<file path="src/rtl/ct_rtu_onehot_ptr_32_if.sv">
// Bundle of request/status signals between the retire-queue pointer manager
// and its user. The slave side is the pointer manager itself.
interface ct_rtu_onehot_ptr_32_if;
    logic        x_flush;
    logic [1:0]  x_alloc_num;
    logic [1:0]  x_release_num;
    logic        x_alloc_gnt;
    logic [31:0] x_create_ptr0_expand;
    logic [31:0] x_create_ptr1_expand;
    logic [31:0] x_retire_ptr0_expand;
    logic [31:0] x_retire_ptr1_expand;
    logic [5:0]  x_entry_cnt;
    logic        x_empty;
    logic        x_full;
    logic        x_err;

    modport master (
        output x_flush, x_alloc_num, x_release_num,
        input  x_alloc_gnt, x_create_ptr0_expand, x_create_ptr1_expand,
               x_retire_ptr0_expand, x_retire_ptr1_expand,
               x_entry_cnt, x_empty, x_full, x_err
    );

    modport slave (
        input  x_flush, x_alloc_num, x_release_num,
        output x_alloc_gnt, x_create_ptr0_expand, x_create_ptr1_expand,
               x_retire_ptr0_expand, x_retire_ptr1_expand,
               x_entry_cnt, x_empty, x_full, x_err
    );
endinterface

</file>
<file path="src/rtl/ct_rtu_onehot_ptr_32.sv">
// One-hot create/retire pointer manager for a 32-entry circular retire queue.
// Up to two allocations and two releases per cycle; sticky protocol error flag.
module ct_rtu_onehot_ptr_32 (
    input  logic                   cpuclk,
    input  logic                   cpurst,
    ct_rtu_onehot_ptr_32_if.slave  bus
);

    logic [31:0] create_ptr_q, create_ptr_d;
    logic [31:0] retire_ptr_q, retire_ptr_d;
    logic [5:0]  cnt_q, cnt_d;
    logic        err_q, err_d;

    logic [1:0]  alloc_req;
    logic [1:0]  rel_req;
    logic [5:0]  free_cnt;
    logic        alloc_gnt;
    logic        rel_ok;
    logic        proto_err;
    logic [5:0]  gnt_num;
    logic [5:0]  rel_num;

    function automatic logic [31:0] rotl(input logic [31:0] p, input logic [1:0] n);
        logic [31:0] r;
        case (n)
            2'd1:    r = {p[30:0], p[31]};
            2'd2:    r = {p[29:0], p[31:30]};
            default: r = p;
        endcase
        return r;
    endfunction

    // An encoding of 3 is illegal and behaves as a zero-size request.
    always_comb begin
        alloc_req = (bus.x_alloc_num   == 2'd3) ? 2'd0 : bus.x_alloc_num;
        rel_req   = (bus.x_release_num == 2'd3) ? 2'd0 : bus.x_release_num;
        free_cnt  = 6'd32 - cnt_q;
        alloc_gnt = !cpurst && !bus.x_flush && (alloc_req != 2'd0)
                    && (free_cnt >= {4'd0, alloc_req});
        rel_ok    = (rel_req != 2'd0) && ({4'd0, rel_req} <= cnt_q);
        proto_err = (bus.x_alloc_num == 2'd3) || (bus.x_release_num == 2'd3)
                    || ((rel_req != 2'd0) && ({4'd0, rel_req} > cnt_q));
        gnt_num   = alloc_gnt ? {4'd0, alloc_req} : 6'd0;
        rel_num   = rel_ok    ? {4'd0, rel_req}   : 6'd0;
    end

    always_comb begin
        create_ptr_d = create_ptr_q;
        retire_ptr_d = retire_ptr_q;
        cnt_d        = cnt_q;
        err_d        = err_q;
        if (bus.x_flush) begin
            create_ptr_d = 32'h0000_0001;
            retire_ptr_d = 32'h0000_0001;
            cnt_d        = 6'd0;
        end else begin
            if (alloc_gnt) create_ptr_d = rotl(create_ptr_q, alloc_req);
            if (rel_ok)    retire_ptr_d = rotl(retire_ptr_q, rel_req);
            cnt_d = cnt_q + gnt_num - rel_num;
            err_d = err_q | proto_err;
        end
    end

    always_ff @(posedge cpuclk) begin
        if (cpurst) begin
            create_ptr_q <= 32'h0000_0001;
            retire_ptr_q <= 32'h0000_0001;
            cnt_q        <= 6'd0;
            err_q        <= 1'b0;
        end else begin
            create_ptr_q <= create_ptr_d;
            retire_ptr_q <= retire_ptr_d;
            cnt_q        <= cnt_d;
            err_q        <= err_d;
        end
    end

    assign bus.x_alloc_gnt          = alloc_gnt;
    assign bus.x_create_ptr0_expand = create_ptr_q;
    assign bus.x_create_ptr1_expand = rotl(create_ptr_q, 2'd1);
    assign bus.x_retire_ptr0_expand = retire_ptr_q;
    assign bus.x_retire_ptr1_expand = rotl(retire_ptr_q, 2'd1);
    assign bus.x_entry_cnt          = cnt_q;
    assign bus.x_empty              = (cnt_q == 6'd0);
    assign bus.x_full               = (cnt_q == 6'd32);
    assign bus.x_err                = err_q;

endmodule

</file>
<file path="src/flat_wrapper.sv">
// flat-port wrapper written by rule: the top's interface ports become plain ports
module ct_rtu_onehot_ptr_32_flat 
  (cpuclk, cpurst, bus_x_flush, bus_x_alloc_num, bus_x_release_num, bus_x_alloc_gnt, bus_x_create_ptr0_expand, bus_x_create_ptr1_expand, bus_x_retire_ptr0_expand, bus_x_retire_ptr1_expand, bus_x_entry_cnt, bus_x_empty, bus_x_full, bus_x_err);
  ct_rtu_onehot_ptr_32_if bus_i ();
  input  logic cpuclk;
  input  logic cpurst;
  input wire logic [$bits(bus_i.x_flush)-1:0] bus_x_flush;
  input wire logic [$bits(bus_i.x_alloc_num)-1:0] bus_x_alloc_num;
  input wire logic [$bits(bus_i.x_release_num)-1:0] bus_x_release_num;
  output wire logic [$bits(bus_i.x_alloc_gnt)-1:0] bus_x_alloc_gnt;
  output wire logic [$bits(bus_i.x_create_ptr0_expand)-1:0] bus_x_create_ptr0_expand;
  output wire logic [$bits(bus_i.x_create_ptr1_expand)-1:0] bus_x_create_ptr1_expand;
  output wire logic [$bits(bus_i.x_retire_ptr0_expand)-1:0] bus_x_retire_ptr0_expand;
  output wire logic [$bits(bus_i.x_retire_ptr1_expand)-1:0] bus_x_retire_ptr1_expand;
  output wire logic [$bits(bus_i.x_entry_cnt)-1:0] bus_x_entry_cnt;
  output wire logic [$bits(bus_i.x_empty)-1:0] bus_x_empty;
  output wire logic [$bits(bus_i.x_full)-1:0] bus_x_full;
  output wire logic [$bits(bus_i.x_err)-1:0] bus_x_err;
  assign bus_i.x_flush = bus_x_flush;
  assign bus_i.x_alloc_num = bus_x_alloc_num;
  assign bus_i.x_release_num = bus_x_release_num;
  assign bus_x_alloc_gnt = bus_i.x_alloc_gnt;
  assign bus_x_create_ptr0_expand = bus_i.x_create_ptr0_expand;
  assign bus_x_create_ptr1_expand = bus_i.x_create_ptr1_expand;
  assign bus_x_retire_ptr0_expand = bus_i.x_retire_ptr0_expand;
  assign bus_x_retire_ptr1_expand = bus_i.x_retire_ptr1_expand;
  assign bus_x_entry_cnt = bus_i.x_entry_cnt;
  assign bus_x_empty = bus_i.x_empty;
  assign bus_x_full = bus_i.x_full;
  assign bus_x_err = bus_i.x_err;
  ct_rtu_onehot_ptr_32 u_core (.cpuclk(cpuclk), .cpurst(cpurst), .bus(bus_i));
endmodule
</file>
<file path="config.mk">
export PLATFORM = sky130hd
export DESIGN_NAME = ct_rtu_onehot_ptr_32_flat
export DESIGN_NICKNAME = d
export VERILOG_FILES = /design/src/rtl/ct_rtu_onehot_ptr_32_if.sv /design/src/rtl/ct_rtu_onehot_ptr_32.sv /design/src/flat_wrapper.sv
export SDC_FILE = /design/constraint.sdc
export NUM_CORES = 1
export LEC_CHECK = 0
export ABC_AREA = 1
export BUFFER_PORTS_ARGS = -buffer_cell sky130_fd_sc_hd__buf_2
export CORE_ASPECT_RATIO = 1.25
export CORE_UTILIZATION = 30
export DETAILED_ROUTE_END_ITERATION = 8
export GPL_TIMING_DRIVEN = 0
export PLACE_DENSITY = 0.54
export SYNTH_ARGS = -nofsm -noshare
export SYNTH_HDL_FRONTEND = slang
export SYNTH_SLANG_ARGS = --single-unit
export TNS_END_PERCENT = 20
</file>
<file path="constraint.sdc">
create_clock -name cpuclk -period 4 [get_ports cpuclk]
set_input_delay 1 -clock cpuclk [delete_from_list [all_inputs] [get_ports cpuclk]]
set_output_delay 1 -clock cpuclk [all_outputs]
set_load 0.005 [all_outputs]
</file>
==> out/metrics.cfg, run 1 <==
[setup_path]
arrival_ns=4.04
end_kind=register
r2r_slack_ns=0.52
reg2reg_depth=20
critical_path_required_ns=4.23
cp_max_fo=10
timing.rr.end=u_core.bus.x_entry_cnt[4]$_SDFF_PP0_
reg2reg_from=u_core.bus.x_entry_cnt[0]$_SDFF_PP0_
path_class=in -> reg
critPathLaunchType=input port

[cts]
numCtsBuffers=9
h-tree-depth=3
cts-root-buf=clkbuf_16
clkTransAtPathRegs_ns=0.06
cts_tree=built
cts_sinks=71
clockBufferDepth=2
clk_latency_ns=0.34

[synthesis]
syn_area_mm2=0.00435
yosys_warnings=0
synthAdderAreaFrac_pct=6.95
syn_avg_cell_area_um2=6.53
synthTopCellsByCount=nand2_1, nor2_1, o21ai_0
synth_top_family_by_area=simple AND/OR/NAND/NOR gates
ys_top_cells_by_area=dfxtp_1, nand2_1, o21ai_0, buf_4, nor2_1
syn_nets=697
ys_ff_latch=71
synthMuxAreaShare_pct=0
yosysTopAreaCell=dfxtp_1
synth-simple-area-share_pct=23.1
yosys_most_used_dff=dfxtp_1
async_flop_share_pct=0
synth.yosys.seq_area_share_pct=32.6
yosysUniqueCellTypes=23
postSynthCellCount=667
synth_compound_area_share_pct=15.2
synth_most_common_cell=nand2_1
netlist.area_leader.share_pct=32.6
synth_edf_count=0
synth_xor_area_share_pct=0

[pwr]
powerDensity_mw_per_mm2=385
power.ir.vdd_worst_uv=193
p_leak_uw=0.00311
total_power_uw=2170

[sta]
min_period_over_period_pct=95.3
slew_viol_final=0
hold_viol=0
whs_ns=0.461
slew_headroom_pct=65.9
finalSetupViolCount=0
tightest_slew_ns=0.512
finClkSkew_ns=0.00564
rsz0062_at_grt=false
min_period_ns=3.81
tns_ns=0
clock.fmax_mhz=262

[global_routing]
grt_usage_pct=15.3
antenna_found_initial=1
grt_overflow=0
grt_pass1_vias=3735
grt_pass1_wl_um=17800
grt_max_degree=18

[placed_design]
gp_congestion=0.763
placed_area_mm2=0.00529
hpwlAfterDp_um=8600
portBuffers=144

[drt]
wire_per_inst_um=11.4
ant_nets=0
remaining_drc_errors=0
vias=4383
vias_per_cell=4.36
dr.pass1.iters=4
drt_iter0_drc=164
wirelength_um=11500

[floorplanning]
die_area_mm2=0.0150
die_w_um=110
core_area_mm2=0.0140
ios=145
start_util_pct=31.1
rows=48
die_h_um=137

[final_layout]
final_area_mm2=0.00564
nNetsFinal=855
area_growth_pct=29.5
drive_gt1_share_pct=30.2
antenna_cells=0

[hold_path]
min_path_type=reg -> reg
min_to=u_core.bus.x_err$_SDFFE_PP0N_
min-delay-start=u_core.bus.x_err$_SDFFE_PP0N_
hold_depth=2

[status]
status=completed

[run]
cap_viol_max_count=0

-- worst max path at each step --
stage	start	to	slack [ns]	cells after the start
3_3_place_gp	bus_x_alloc_num[0]	u_core.bus.x_entry_cnt[4]$_SDFF_PP0_	-0.36	23
3_5_place_dp	bus_x_alloc_num[0]	u_core.bus.x_entry_cnt[4]$_SDFF_PP0_	-0.38	23
2_1_floorplan	bus_x_alloc_num[0]	u_core.bus.x_entry_cnt[4]$_SDFF_PP0_	0.04	22
5_1_grt	bus_x_alloc_num[0]	u_core.bus.x_entry_cnt[4]$_SDFF_PP0_	0.01	23
4_1_cts	bus_x_alloc_num[0]	u_core.bus.x_entry_cnt[4]$_SDFF_PP0_	0.03	23
6_report	bus_x_alloc_num[0]	u_core.bus.x_entry_cnt[4]$_SDFF_PP0_	0.19	23
-- critical path: stages --
cell     delay [ns]
buf_2          0.12
inv_1          0.05
ha_1           0.15
buf_6          0.11
inv_1          0.06
ha_1           0.27
nand2_1        0.05
nand2_1        0.05
a21oi_1        0.04
nand2_1        0.08
nand2_2        0.08
buf_6          0.15
buf_6          0.14
inv_1          0.08
nand2_1        0.09
fa_1           0.50
inv_1          0.07
fa_2           0.36
nand2_1        0.08
a21oi_1        0.06
or2_2          0.28
o21ai_1        0.11
a21oi_1        0.05
-- sequential cells by signal, summed over array words and instances, names as in the netlist --
register / count
u_core.bus.x_create_ptr0_expand: 32
u_core.bus.x_entry_cnt: 6
u_core.bus.x_retire_ptr0_expand: 32
u_core.bus.x_err: 1
-- power breakdown --
group,switching (µW),internal (µW)
registers,49.2,755
clock network,331,503
logic,302,231
total,682,1490
-- layout make-up --
type | count | area (µm²)
Fill cell | 1528 | 8360
Multi-Input combinational cell | 416 | 1970
Sequential cell | 71 | 1420
Timing Repair Buffer | 148 | 751
Buffer | 97 | 658
Inverter | 82 | 308
Clock buffer | 10 | 239
Tap cell | 175 | 219
Clock inverter | 6 | 68.8
-- routing by layer --
metal | global-route usage (%) | routed length [µm] | vias up
li1 | - | - | 2318
met1 | 18.1 | 5260 | 1943
met2 | 27.3 | 5560 | 115
met3 | 3.05 | 558 | 7
met4 | 5.19 | 125 | 0
met5 | 0 | 0 | -
-- cell usage in the layout (no fill, tap or decap), drive strengths merged, types with 2 or more instances in the layout --
master  count
ha         21
a21oi      25
nand2     149
buf       230
dfxtp      71
fa          2
o21ai     103
clkinv      3
clkbuf     25
nand3       5
nor2      107
inv        83
-- timing repair --
| item | 4_1_cts | 5_1_grt |
|---|---|---|
| setup buffers | 0 | 4 |
| hold buffers | 0 | 0 |
| resized for setup | 1 | 3 |
| cloned | 0 | 0 |
| pin swaps | 0 | 1 |
| setup endpoints to repair | 1 | 1 |
-- kinds of logic after synthesis --
family                     after synthesis
DFF                                     71
adders and majority gates               23
and+or+nand+nor                        263
buffers and inverters                  180
AOI/OAI and AO/OA                      130
-- through the flow --
step / util, % / cells / worst slack (ns)
6_report: 40.3 / 1005 / 0.189
5_1_grt: 40.3 / 1005 / 0.0126
4_1_cts: 40.0 / 1001 / 0.0312
3_5_place_dp: 37.8 / 986 / -0.383
3_3_place_gp: 37.8 / 986 / -0.362
2_1_floorplan: - / 667 / 0.0435
Power figures use the tool's default switching activity.
==> run 2: changes to the inputs <==
--- a/config.mk
+++ b/config.mk
@@ -11,7 +11,7 @@
 export CORE_UTILIZATION = 30
 export DETAILED_ROUTE_END_ITERATION = 8
 export GPL_TIMING_DRIVEN = 0
-export PLACE_DENSITY = 0.54
+export PLACE_DENSITY = 0.52
 export SYNTH_ARGS = -nofsm -noshare
 export SYNTH_HDL_FRONTEND = slang
 export SYNTH_SLANG_ARGS = --single-unit
==> constraint.sdc (replaced) <==
create_clock -name cpuclk -period 4.5 [get_ports cpuclk]
set_input_delay 1.125 -clock cpuclk [delete_from_list [all_inputs] [get_ports cpuclk]]
set_output_delay 1.125 -clock cpuclk [all_outputs]
set_load 0.005 [all_outputs]
==> out/metrics.cfg, run 2 (synthesis gave the netlist of run 1 again) <==
[cts]
cts_tree=built
cts_sinks=71
clockBufferDepth=2
cts-root-buf=clkbuf_16
h-tree-depth=3
numCtsBuffers=9
clkTransAtPathRegs_ns=0.06
clk_latency_ns=0.34
cts_resized=0
post_cts_buffers=0
cts_hold_buffers=0

[drt]
wire_per_inst_um=11.5
remaining_drc_errors=0
wirelength_um=11500
vias=4346
vias_per_cell=4.34
dr.pass1.iters=5
drt_iter0_drc=151
ant_nets=0

[floorplanning]
die_h_um=137
ios=145
die_area_mm2=0.0150
start_util_pct=31.1
die_w_um=110
core_area_mm2=0.0140
rows=48

[final_layout]
antenna_cells=0
final_cell_mix=buf_2, nand2_1, nor2_1
drive_gt1_share_pct=29.6
area_growth_pct=29.5
final_common_cell=buf_2
nNetsFinal=852

[pwr]
clockPowerShare_pct=41.5
internal-power_uw=1420
pwr-share-seq_pct=35.3
switching_share_pct=29.9
comb_power_share_pct=23.2
p_leak_uw=0.00311
switching_power_uw=606
powerDensity_mw_per_mm2=359
power.ir.vdd_worst_uv=155

[placed_design]
portBuffers=144
pre_cts_slack_ns=-0.0248
hpwlAfterDp_um=8660
gp_congestion=0.780

[sta]
rsz0062_at_grt=false
tns_ns=0
slew_viol_final=0
finClkSkew_ns=0.00992
min_period_ns=4.16
finalSetupViolCount=0
hold_viol=0
fin_ws_ns=0.342
slew_headroom_pct=65.0
tightest_slew_ns=0.524
clock.fmax_mhz=240
min_period_over_period_pct=92.4

[global_routing]
grt_max_degree=14
grt_usage_pct=15.8
met2_usage_pct=27.5
grt_overflow=0
grt_pass1_vias=3809
antenna_found_initial=0
grt_pass1_wl_um=18400
grt-busiest-layer=met2
met1_usage_pct=19.2
grt_util_met3_pct=2.57

[setup_path]
path_class=in -> reg
arrival_ns=4.39
end_kind=register
cp_max_fo=10
reg2reg_depth=20
critPathLaunchType=input port
critical_path_required_ns=4.73

[status]
status=completed

[hold_path]
hold_depth=2
min_path_type=reg -> reg

[run]
cap_viol_max_count=0

==> run 2: final timing paths <==
check                                       start                                    to  slack (ns)
min                 u_core.bus.x_err$_SDFFE_PP0N_         u_core.bus.x_err$_SDFFE_PP0N_        0.47
max                          bus_x_release_num[0]  u_core.bus.x_entry_cnt[4]$_SDFF_PP0_        0.34
max reg2reg  u_core.bus.x_entry_cnt[0]$_SDFF_PP0_  u_core.bus.x_entry_cnt[4]$_SDFF_PP0_        0.92
min reg2reg         u_core.bus.x_err$_SDFFE_PP0N_         u_core.bus.x_err$_SDFFE_PP0N_        0.47
==> run 2: routing by layer <==
metal / up-vias / share of wire, %
met4: 0 / 1.2
met2: 142 / 47
met3: 9 / 5.3
met1: 1894 / 47
met5: - / 0
li1: 2301 / -
==> run 2: per-stage QoR <==
stage	instances	cell area (µm²)	hold slack (ns)	utilization (%)	power (µW)
2_1_floorplan	667	4350	0.457	-	1040
3_3_place_gp	986	5290	0.452	37.8	1210
3_5_place_dp	986	5290	0.455	37.8	1210
4_1_cts	1002	5640	0.475	40.3	2060
5_1_grt	1002	5640	0.501	40.3	2150
6_report	1002	5640	0.470	40.3	2030
==> run 2: power by group through the flow <==
stage | combinational [µW] | clock (µW) | sequential (µW)
4_1_cts | 478 | 863 | 718
5_1_grt | 542 | 888 | 725
6_report | 470 | 841 | 716
3_5_place_dp | 476 | 0 | 731
2_1_floorplan | 314 | 0 | 724
3_3_place_gp | 476 | 0 | 731
==> run 2: worst max-delay path: stages <==
cell and delay (ns):
buf_2 0.12, inv_1 0.05, ha_1 0.21, ha_1 0.30, a21oi_1 0.12, o21ai_1 0.11
nand2_2 0.14, clkbuf_1 0.44, nor2_1 0.12, fa_1 0.51, inv_1 0.06, fa_1 0.46
nand2_1 0.09, a21oi_1 0.06, or2_2 0.28, o21ai_0 0.15, a21oi_1 0.05
==> run 2: area by class of cell <==
type	instances	area [µm²]
well taps	175	219
clock buffers	10	229
clock inverters	6	116
repair buffers	144	721
fillers	1524	8350
multi-input cells	416	1970
inverters	82	308
plain buffers	98	656
flip-flops and latches	71	1420
